**src/rtl/cgra_top.sv**
```systemverilog
// Four-sided CGRA top: each output side is a 16-bit processing element that picks
// an input side, applies one op with a per-side constant, and optionally registers it.
module cgra_top (
    input  logic        clk_in,
    input  logic        reset_in,
    input  logic [31:0] config_addr_in,
    input  logic [31:0] config_data_in,
    input  logic pad_S0_T0_in, pad_S0_T1_in, pad_S0_T2_in, pad_S0_T3_in,
    input  logic pad_S0_T4_in, pad_S0_T5_in, pad_S0_T6_in, pad_S0_T7_in,
    input  logic pad_S0_T8_in, pad_S0_T9_in, pad_S0_T10_in, pad_S0_T11_in,
    input  logic pad_S0_T12_in, pad_S0_T13_in, pad_S0_T14_in, pad_S0_T15_in,
    input  logic pad_S1_T0_in, pad_S1_T1_in, pad_S1_T2_in, pad_S1_T3_in,
    input  logic pad_S1_T4_in, pad_S1_T5_in, pad_S1_T6_in, pad_S1_T7_in,
    input  logic pad_S1_T8_in, pad_S1_T9_in, pad_S1_T10_in, pad_S1_T11_in,
    input  logic pad_S1_T12_in, pad_S1_T13_in, pad_S1_T14_in, pad_S1_T15_in,
    input  logic pad_S2_T0_in, pad_S2_T1_in, pad_S2_T2_in, pad_S2_T3_in,
    input  logic pad_S2_T4_in, pad_S2_T5_in, pad_S2_T6_in, pad_S2_T7_in,
    input  logic pad_S2_T8_in, pad_S2_T9_in, pad_S2_T10_in, pad_S2_T11_in,
    input  logic pad_S2_T12_in, pad_S2_T13_in, pad_S2_T14_in, pad_S2_T15_in,
    input  logic pad_S3_T0_in, pad_S3_T1_in, pad_S3_T2_in, pad_S3_T3_in,
    input  logic pad_S3_T4_in, pad_S3_T5_in, pad_S3_T6_in, pad_S3_T7_in,
    input  logic pad_S3_T8_in, pad_S3_T9_in, pad_S3_T10_in, pad_S3_T11_in,
    input  logic pad_S3_T12_in, pad_S3_T13_in, pad_S3_T14_in, pad_S3_T15_in,
    output logic pad_S0_T0_out, pad_S0_T1_out, pad_S0_T2_out, pad_S0_T3_out,
    output logic pad_S0_T4_out, pad_S0_T5_out, pad_S0_T6_out, pad_S0_T7_out,
    output logic pad_S0_T8_out, pad_S0_T9_out, pad_S0_T10_out, pad_S0_T11_out,
    output logic pad_S0_T12_out, pad_S0_T13_out, pad_S0_T14_out, pad_S0_T15_out,
    output logic pad_S1_T0_out, pad_S1_T1_out, pad_S1_T2_out, pad_S1_T3_out,
    output logic pad_S1_T4_out, pad_S1_T5_out, pad_S1_T6_out, pad_S1_T7_out,
    output logic pad_S1_T8_out, pad_S1_T9_out, pad_S1_T10_out, pad_S1_T11_out,
    output logic pad_S1_T12_out, pad_S1_T13_out, pad_S1_T14_out, pad_S1_T15_out,
    output logic pad_S2_T0_out, pad_S2_T1_out, pad_S2_T2_out, pad_S2_T3_out,
    output logic pad_S2_T4_out, pad_S2_T5_out, pad_S2_T6_out, pad_S2_T7_out,
    output logic pad_S2_T8_out, pad_S2_T9_out, pad_S2_T10_out, pad_S2_T11_out,
    output logic pad_S2_T12_out, pad_S2_T13_out, pad_S2_T14_out, pad_S2_T15_out,
    output logic pad_S3_T0_out, pad_S3_T1_out, pad_S3_T2_out, pad_S3_T3_out,
    output logic pad_S3_T4_out, pad_S3_T5_out, pad_S3_T6_out, pad_S3_T7_out,
    output logic pad_S3_T8_out, pad_S3_T9_out, pad_S3_T10_out, pad_S3_T11_out,
    output logic pad_S3_T12_out, pad_S3_T13_out, pad_S3_T14_out, pad_S3_T15_out,
    input  logic        tdi,
    input  logic        tms,
    input  logic        tck,
    input  logic        trst_n,
    output logic        tdo
);

    logic [15:0] in_s   [4];
    logic [15:0] res_s  [4];
    logic [15:0] out_s  [4];
    logic [6:0]  cfg_q  [4];
    logic [6:0]  cfg_d  [4];
    logic [15:0] const_q[4];
    logic [15:0] const_d[4];
    logic [15:0] pipe_q [4];
    logic        unused_s;

    function automatic logic [15:0] pe_op(input logic [15:0] a, input logic [15:0] c,
                                          input logic [2:0] op);
        logic [15:0] r;
        case (op)
            3'd0:    r = a;
            3'd1:    r = a + c;
            3'd2:    r = a - c;
            3'd3:    r = a << c[3:0];
            3'd4:    r = a & c;
            3'd5:    r = a | c;
            3'd6:    r = a ^ c;
            3'd7:    r = a * c;
            default: r = 16'h0000;
        endcase
        return r;
    endfunction

    // Track T0 is the MSB of each side word.
    assign in_s[0] = {pad_S0_T0_in, pad_S0_T1_in, pad_S0_T2_in, pad_S0_T3_in, pad_S0_T4_in, pad_S0_T5_in, pad_S0_T6_in, pad_S0_T7_in,
                      pad_S0_T8_in, pad_S0_T9_in, pad_S0_T10_in, pad_S0_T11_in, pad_S0_T12_in, pad_S0_T13_in, pad_S0_T14_in, pad_S0_T15_in};
    assign in_s[1] = {pad_S1_T0_in, pad_S1_T1_in, pad_S1_T2_in, pad_S1_T3_in, pad_S1_T4_in, pad_S1_T5_in, pad_S1_T6_in, pad_S1_T7_in,
                      pad_S1_T8_in, pad_S1_T9_in, pad_S1_T10_in, pad_S1_T11_in, pad_S1_T12_in, pad_S1_T13_in, pad_S1_T14_in, pad_S1_T15_in};
    assign in_s[2] = {pad_S2_T0_in, pad_S2_T1_in, pad_S2_T2_in, pad_S2_T3_in, pad_S2_T4_in, pad_S2_T5_in, pad_S2_T6_in, pad_S2_T7_in,
                      pad_S2_T8_in, pad_S2_T9_in, pad_S2_T10_in, pad_S2_T11_in, pad_S2_T12_in, pad_S2_T13_in, pad_S2_T14_in, pad_S2_T15_in};
    assign in_s[3] = {pad_S3_T0_in, pad_S3_T1_in, pad_S3_T2_in, pad_S3_T3_in, pad_S3_T4_in, pad_S3_T5_in, pad_S3_T6_in, pad_S3_T7_in,
                      pad_S3_T8_in, pad_S3_T9_in, pad_S3_T10_in, pad_S3_T11_in, pad_S3_T12_in, pad_S3_T13_in, pad_S3_T14_in, pad_S3_T15_in};

    // Config decode, PE result and output select per side.
    always_comb begin
        for (int s = 0; s < 4; s++) begin
            if (config_addr_in == (32'h0000_0010 + 32'(s))) begin
                cfg_d[s] = config_data_in[6:0];
            end else begin
                cfg_d[s] = cfg_q[s];
            end
            if (config_addr_in == (32'h0000_0020 + 32'(s))) begin
                const_d[s] = config_data_in[15:0];
            end else begin
                const_d[s] = const_q[s];
            end
            res_s[s] = pe_op(in_s[cfg_q[s][1:0]], const_q[s], cfg_q[s][4:2]);
            if (!cfg_q[s][6]) begin
                out_s[s] = 16'h0000;
            end else if (cfg_q[s][5]) begin
                out_s[s] = pipe_q[s];
            end else begin
                out_s[s] = res_s[s];
            end
        end
    end

    // Config and pipeline registers; all reads on an edge see pre-edge values.
    always_ff @(posedge clk_in or posedge reset_in) begin
        if (reset_in) begin
            for (int s = 0; s < 4; s++) begin
                cfg_q[s]   <= 7'h00;
                const_q[s] <= 16'h0000;
                pipe_q[s]  <= 16'h0000;
            end
        end else begin
            for (int s = 0; s < 4; s++) begin
                cfg_q[s]   <= cfg_d[s];
                const_q[s] <= const_d[s];
                pipe_q[s]  <= res_s[s];
            end
        end
    end

    assign {pad_S0_T0_out, pad_S0_T1_out, pad_S0_T2_out, pad_S0_T3_out, pad_S0_T4_out, pad_S0_T5_out, pad_S0_T6_out, pad_S0_T7_out,
            pad_S0_T8_out, pad_S0_T9_out, pad_S0_T10_out, pad_S0_T11_out, pad_S0_T12_out, pad_S0_T13_out, pad_S0_T14_out, pad_S0_T15_out} = out_s[0];
    assign {pad_S1_T0_out, pad_S1_T1_out, pad_S1_T2_out, pad_S1_T3_out, pad_S1_T4_out, pad_S1_T5_out, pad_S1_T6_out, pad_S1_T7_out,
            pad_S1_T8_out, pad_S1_T9_out, pad_S1_T10_out, pad_S1_T11_out, pad_S1_T12_out, pad_S1_T13_out, pad_S1_T14_out, pad_S1_T15_out} = out_s[1];
    assign {pad_S2_T0_out, pad_S2_T1_out, pad_S2_T2_out, pad_S2_T3_out, pad_S2_T4_out, pad_S2_T5_out, pad_S2_T6_out, pad_S2_T7_out,
            pad_S2_T8_out, pad_S2_T9_out, pad_S2_T10_out, pad_S2_T11_out, pad_S2_T12_out, pad_S2_T13_out, pad_S2_T14_out, pad_S2_T15_out} = out_s[2];
    assign {pad_S3_T0_out, pad_S3_T1_out, pad_S3_T2_out, pad_S3_T3_out, pad_S3_T4_out, pad_S3_T5_out, pad_S3_T6_out, pad_S3_T7_out,
            pad_S3_T8_out, pad_S3_T9_out, pad_S3_T10_out, pad_S3_T11_out, pad_S3_T12_out, pad_S3_T13_out, pad_S3_T14_out, pad_S3_T15_out} = out_s[3];

    // JTAG exists only for pin compatibility.
    assign tdo      = 1'b0;
    assign unused_s = ^{tdi, tms, tck, trst_n, config_data_in[31:16]};

endmodule

```
**config.mk**
```make
export PLATFORM = sky130hd
export DESIGN_NAME = cgra_top
export DESIGN_NICKNAME = d
export VERILOG_FILES = /design/src/rtl/cgra_top.sv
export SDC_FILE = /design/constraint.sdc
export NUM_CORES = 2
export LEC_CHECK = 0
export CAP_MARGIN = 20
export CORE_MARGIN = 1.5
export CORE_UTILIZATION = 30
export CTS_BUF_LIST = sky130_fd_sc_hd__clkbuf_16
export CTS_CLUSTER_SIZE = 30
export DETAILED_ROUTE_END_ITERATION = 6
export HOLD_SLACK_MARGIN = 0.12
export SYNTH_ARGS = -nofsm -noshare
export SYNTH_HDL_FRONTEND = slang
export SYNTH_SLANG_ARGS = --single-unit
```
**constraint.sdc**
```tcl
create_clock -name clk_in -period 9.85 [get_ports clk_in]
set_clock_uncertainty 0.05 [all_clocks]
set_input_delay 1.4775 -clock clk_in [delete_from_list [all_inputs] [get_ports clk_in]]
set_output_delay 1.4775 -clock clk_in [all_outputs]
set_load 0.1 [all_outputs]
```
# [After elaboration in Yosys (flattened, before gate mapping)]
# Index checks and enable logic that the tools add are counted.
[totals] inputBits=134 ff_bits=156
[classes] n_mul=4 n_addsub=8 n_reduce_logical=4 n_eq_ne=36 shift=4 n_lt_le_gt_ge=4 n_bitwise=16 n_mux=24
[ops] cell="16-bit case mux with 8 select lines" n=4
[ops] cell="16-bit two-way mux" n=16
[ops] cell="16-bit binary-select mux with 2-bit select" n=4
[ops] cell="32-bit by 5-bit == test with 1-bit output (second input constant)" n=4
[ops] cell="32-bit by 6-bit == test with 1-bit output (second input constant)" n=4
[ops] cell="16-bit adder" n=4
[ops] cell="16-bit AND" n=4
[ops] cell="16-bit by 16-bit multiplier with 16-bit output" n=4
[ops] cell="16-bit bitwise OR" n=4
[ops] cell="16-bit by 4-bit << shifter with 16-bit output" n=4
[ops] cell="16-bit subtractor" n=4
[ops] cell="16-bit bitwise XOR" n=4
[ops] cell="3-bit == test (second input constant)" n=16
[ops] cell="3-bit by 2-bit == test with 1-bit output (second input constant)" n=8
[ops] cell="3-bit by 1-bit == test with 1-bit output (second input constant)" n=4
[ops] cell="3-bit greater-or-equal comparator (second input constant)" n=4
[ops] cell="3-bit logical NOT" n=4
[ops] cell="2-bit inverter with 3-bit output" n=4

# [Logic depth before layout (Yosys ltp)]
[logic_depth] word_depth=8 mapped_depth=28 depth_no_buf=25

# [Least setup slack after synthesis]
# No wires, ideal clock.
[synth_path] path_kind="in2out" start="in pad_S3_T11_in" end="out pad_S2_T3_out" path_slack_ns=-1.124 stages=22 arrival_ns=9.446 required_ns=8.323 path_cell_list="mux4_2 > clkbuf_1 > ha_1 > fa_1 > inv_1 > fa_1 > inv_1 > ha_1 > fa_1 > fa_1 > inv_1 > fa_1 > inv_1 > ha_1 > o21a_1 > nor2_1 > a21oi_1 > a31oi_1 > xnor2_1 > nand2_1 > and3_1 > o41ai_1"
[synth_between] elab_chain_len=7 word_cells_on_any_way=10 classes_between="add/sub (2); mul (1); shift (1); mux (6)"
[synth_lines] element="start, declared" line_no="22" source="input logic pad_S3_T8_in, pad_S3_T9_in, pad_S3_T10_in, pad_S3_T11_in,"
[synth_lines] element="16-bit binary-select mux with 2-bit select (*)" line_no="97" source="res_s[s] = pe_op(in_s[cfg_q[s][1:0]], const_q[s], cfg_q[s][4:2]);"
[synth_lines] element="16-bit two-way mux (implied by the code) (*) (2 in a row)" line_no="97"
[synth_lines] element="16-bit by 16-bit multiplier with 16-bit output, or another cell as far along" line_no="68" source="3'd7: r = a * c;"
[synth_lines] element="16-bit case mux with 8 select lines (*)" line_no="60" source="case (op)"
[synth_lines] element="16-bit two-way mux (*)" line_no="100" source="end else if (cfg_q[s][5]) begin"
[synth_lines] element="16-bit two-way mux (*)" line_no="98" source="if (!cfg_q[s][6]) begin"
[synth_lines] element="end, declared" line_no="32" source="output logic pad_S2_T0_out, pad_S2_T1_out, pad_S2_T2_out, pad_S2_T3_out,"
# Every way passes the cells marked *; elsewhere a longest branch is shown, timed or not. The select of a mux whose other input is x is not followed.

# [Worst setup path in the final report]
[layout_path] start="in pad_S3_T8_in" end="out pad_S1_T0_out"
[layout_between] elab_chain_len=7 word_cells_on_any_way=10 classes_between="add/sub (2); mul (1); shift (1); mux (6)"
[layout_lines] element="start, declared" line_no="22"
[layout_lines] element="16-bit binary-select mux with 2-bit select (*)" line_no="97"
[layout_lines] element="16-bit two-way mux (implied by the code) (*) (2 in a row)" line_no="97"
[layout_lines] element="16-bit by 16-bit multiplier with 16-bit output, or another cell as far along" line_no="68"
[layout_lines] element="16-bit case mux with 8 select lines (*)" line_no="60"
[layout_lines] element="16-bit two-way mux (*)" line_no="100"
[layout_lines] element="16-bit two-way mux (*)" line_no="98"
[layout_lines] element="end, declared" line_no="28" source="output logic pad_S1_T0_out, pad_S1_T1_out, pad_S1_T2_out, pad_S1_T3_out,"
# Marked as above.

==> results.sh <==
export IMPL_outcome="completed"
export IMPL_post_route_cell_area_um2=40500
export IMPL_crit_fanout=4
export IMPL_drt_iter0_drc=3234
export IMPL_dpl_hpwl_mm=108
export IMPL_grt_max_degree=57
export IMPL_drv_cap=0
export IMPL_design_core_area_um2=112000
export IMPL_rows=123
export IMPL_worstPathRequired_ps=8320
export IMPL_drive_gt1_frac=0.137
export IMPL_ys_warn_count=0
export IMPL_rsz0062_at_grt="false"
export IMPL_numPortBuffers=177
export IMPL_grt_pass1_vias=31727
export IMPL_synth_distinct_cells=87
export IMPL_clk_pin_slew_ps=70
export IMPL_dpl_cell_area_um2=39300
export IMPL_fin_crit_ps=9680
export IMPL_p_total_w=0.0105
export IMPL_ys_seq_elements=156
export IMPL_min_period_over_period=0.983
export IMPL_gr_total_overflow=0
export IMPL_cp_arrival_ps=8150
export IMPL_critPathKind="input pin to primary output"
export IMPL_drtAntennaViolNets=0
export IMPL_report_final_slew_viol_count=0
export IMPL_worstHoldPathType="flop to flop"
export IMPL_leakage_nw=19.5
export IMPL_drc=0
export IMPL_cts_tree="built"
export IMPL_synth_avg_cell_area_um2=8.15
export IMPL_numCtsBuffers=17
export IMPL_synth_ff_type="dfrtp_1"
export IMPL_pin_count=199
export IMPL_worst_pin_slew_ps=1140
export IMPL_initial_core_util=0.302
export IMPL_async_reset_ff_frac=1.00
export IMPL_htreeDepth=4
export IMPL_clk_latency_ps=490
export IMPL_syn_nets=5005
export IMPL_peakVddDrop_uv=374
export IMPL_die_area_um2=115000
export IMPL_gp_congestion=1.01
export IMPL_finalWirelength_mm=134
export IMPL_powerDensity_nw_per_um2=261
export IMPL_timing_fmax_mhz=103
export IMPL_hold_ws_ps=623
export IMPL_antenna_found_initial=7
export IMPL_fin_util=0.361
export IMPL_die_y_um=339
export IMPL_area_growth_pct=19.6
export IMPL_hold_violations=0
export IMPL_num_vias=31913
export IMPL_drt_pass1_iter_count=6
export IMPL_critPathLaunchType="input pin"
export IMPL_grt_pass1_wl_mm=201
export IMPL_finalSetupViolCount=0
export IMPL_cts_root_buf="clkbuf_16"
export IMPL_nFillCells=11586
export IMPL_netlist_instances=4151
export IMPL_cts_sinks=156
export IMPL_synth_edff_count=0
export IMPL_die_w_um=339
export IMPL_wl_per_cell_um=22.4
export IMPL_crit_path_end_kind="primary output"
export IMPL_vias_per_cell=5.34
export IMPL_synth_seq_area_share=0.115
export IMPL_cts_path_max_buffers=2
export IMPL_nets=5314
export IMPL_netlist_area_um2=33800
export IMPL_grt_use_total=0.231
export IMPL_slew_headroom=0.238
[Yosys cell counts (17+ instances only)]
cell / number / area (um2)
o22ai_1: 17 / 106
nand3_1: 23 / 115
buf_2: 17 / 85.1
and3_1: 18 / 113
clkinv_1: 18 / 67.6
mux4_2: 66 / 1490
xnor2_1: 202 / 1770
inv_1: 613 / 2300
mux2i_1: 107 / 1070
a22oi_1: 23 / 173
o211ai_1: 17 / 128
a211oi_1: 19 / 143
nand2b_1: 40 / 250
xor2_1: 42 / 368
mux2_2: 32 / 360
buf_1: 19 / 71.3
clkbuf_1: 169 / 634
nand2_1: 514 / 1930
and2_1: 28 / 175
a21oi_1: 179 / 896
a21o_1: 57 / 428
ha_1: 396 / 4950
nor2b_1: 39 / 244
fa_1: 324 / 6490
nor3_1: 51 / 255
o21a_1: 21 / 158
nor4_1: 20 / 125
nor2_1: 407 / 1530
a31oi_1: 30 / 188
o21ai_0: 246 / 1230
dfrtp_1: 156 / 3900
a221oi_1: 30 / 263
[area by class of cell]
| class | instances | area (um2) | area share |
|---|---|---|---|
| diodes | 2 | 5.00 | 0.000124 |
| clock buffers | 17 | 425 | 0.0105 |
| clock inverters | 14 | 134 | 0.00331 |
| inverters | 639 | 2410 | 0.0597 |
| multi-input cells | 3140 | 27000 | 0.668 |
| flip-flops and latches | 156 | 3910 | 0.0965 |
| well taps | 1500 | 1880 | 0.0464 |
| repair buffers | 506 | 4680 | 0.116 |
[cell families after synthesis]
group,count (synthesis),share of synthesized area
DFF,156,0.115
muxes,206,0.0867
adders and majority gates,726,0.340
buffers and inverters,855,0.0970
AOI/OAI and AO/OA,774,0.145
xor gates and xnor gates,250,0.0668
and+or+nand+nor,1183,0.149
other,1,0.000111
[routing by layer]
layer,global-route usage,share of wire
met5,0,0.00028
met2,0.345,0.42
met3,0.0665,0.11
met4,0.0686,0.031
met1,0.323,0.43
[critical path, cell delays in order]
cell and delay (ps):
dlygate4sd2_1 280, mux4_2 660, inv_2 160, buf_4 150, nor2_1 60, fa_1 530, inv_1 50, fa_1 480
inv_1 50, fa_1 480, fa_1 510, fa_1 500, inv_1 60, fa_1 470, inv_1 50, ha_1 280
and3_1 190, a221o_1 410, a31oi_2 310, xnor2_2 170, o221ai_2 130, o221a_2 300, o21a_1 220, buf_12 180
[flip-flops by register name (all words and copies together), names as in the netlist]
name and flops:
cfg_q 28, const_q 64, pipe_q 64
[stage by stage]
stage | cells | setup WS, ps | setup TNS [ps]
after floorplan | 4151 | 201 | 0
after global placement | 5927 | -245 | -1020
after detailed placement | 5927 | -268 | -1250
after CTS | 5966 | 1.15 | 0
after global routing | 5973 | 11.3 | 0
final | 5974 | 169 | 0
[power by group]
group / internal, W / switching, W / total, W / leakage (nW)
Sequential: 0.000653 / 0.00000329 / 0.000656 / 1.65
Combinational: 0.00416 / 0.00503 / 0.00919 / 17.6
Clock: 0.000351 / 0.000346 / 0.000697 / 0.265
Total: 0.00517 / 0.00538 / 0.0105 / 19.5
[timing repair]
item / in CTS / in global routing
buffers inserted: 8 / 6
endpoints found under the setup margin: 10 / 19
pin swaps: 24 / 50
hold buffers: 0 / 0
endpoints found under the hold margin: 0 / 0
gates resized for setup: 62 / 77
[final timing paths]
| kind | startpoint | to | slack [ps] | depth (start not counted) |
|---|---|---|---|---|
| worst min-delay path | const_q[47] | const_q[47] | 620 | 2 |
| worst max register to register | cfg_q[14] | pipe_q[47] | 2770 | 22 |
| max in group asynchronous | reset_in | cfg_q[5] | 6490 | 4 |
| worst min register to register | const_q[47] | const_q[47] | 620 | 2 |
| min in group asynchronous | reset_in | pipe_q[34] | 1360 | 2 |
| worst max-delay path | pad_S3_T8_in | pad_S1_T0_out | 170 | 24 |
[cells in the final DEF (no fill, tap or decap), types with 21 or more instances in the layout]
cell	synthesis	final
inv_1	613	595
nand2_1	514	507
nor2_1	407	406
ha_1	396	388
buf_4	6	327
fa_1	324	317
o21ai_0	246	243
xnor2_1	202	194
a21oi_1	179	177
dfrtp_1	156	155
mux2i_1	107	107
clkdlybuf4s50_1	0	91
mux4_2	66	66
a21o_1	57	57
nor3_1	51	50
nand2b_1	40	40
xor2_1	42	39
nor2b_1	39	38
buf_12	1	37
mux2_2	32	32
a221oi_1	30	27
and2_1	28	26
a31oi_1	30	26
dlymetal6s2s_1	0	25
inv_2	8	23
nand3_1	23	22
a22oi_1	23	22
o21a_1	21	21
Note: power is estimated with default switching activity, not from simulation.
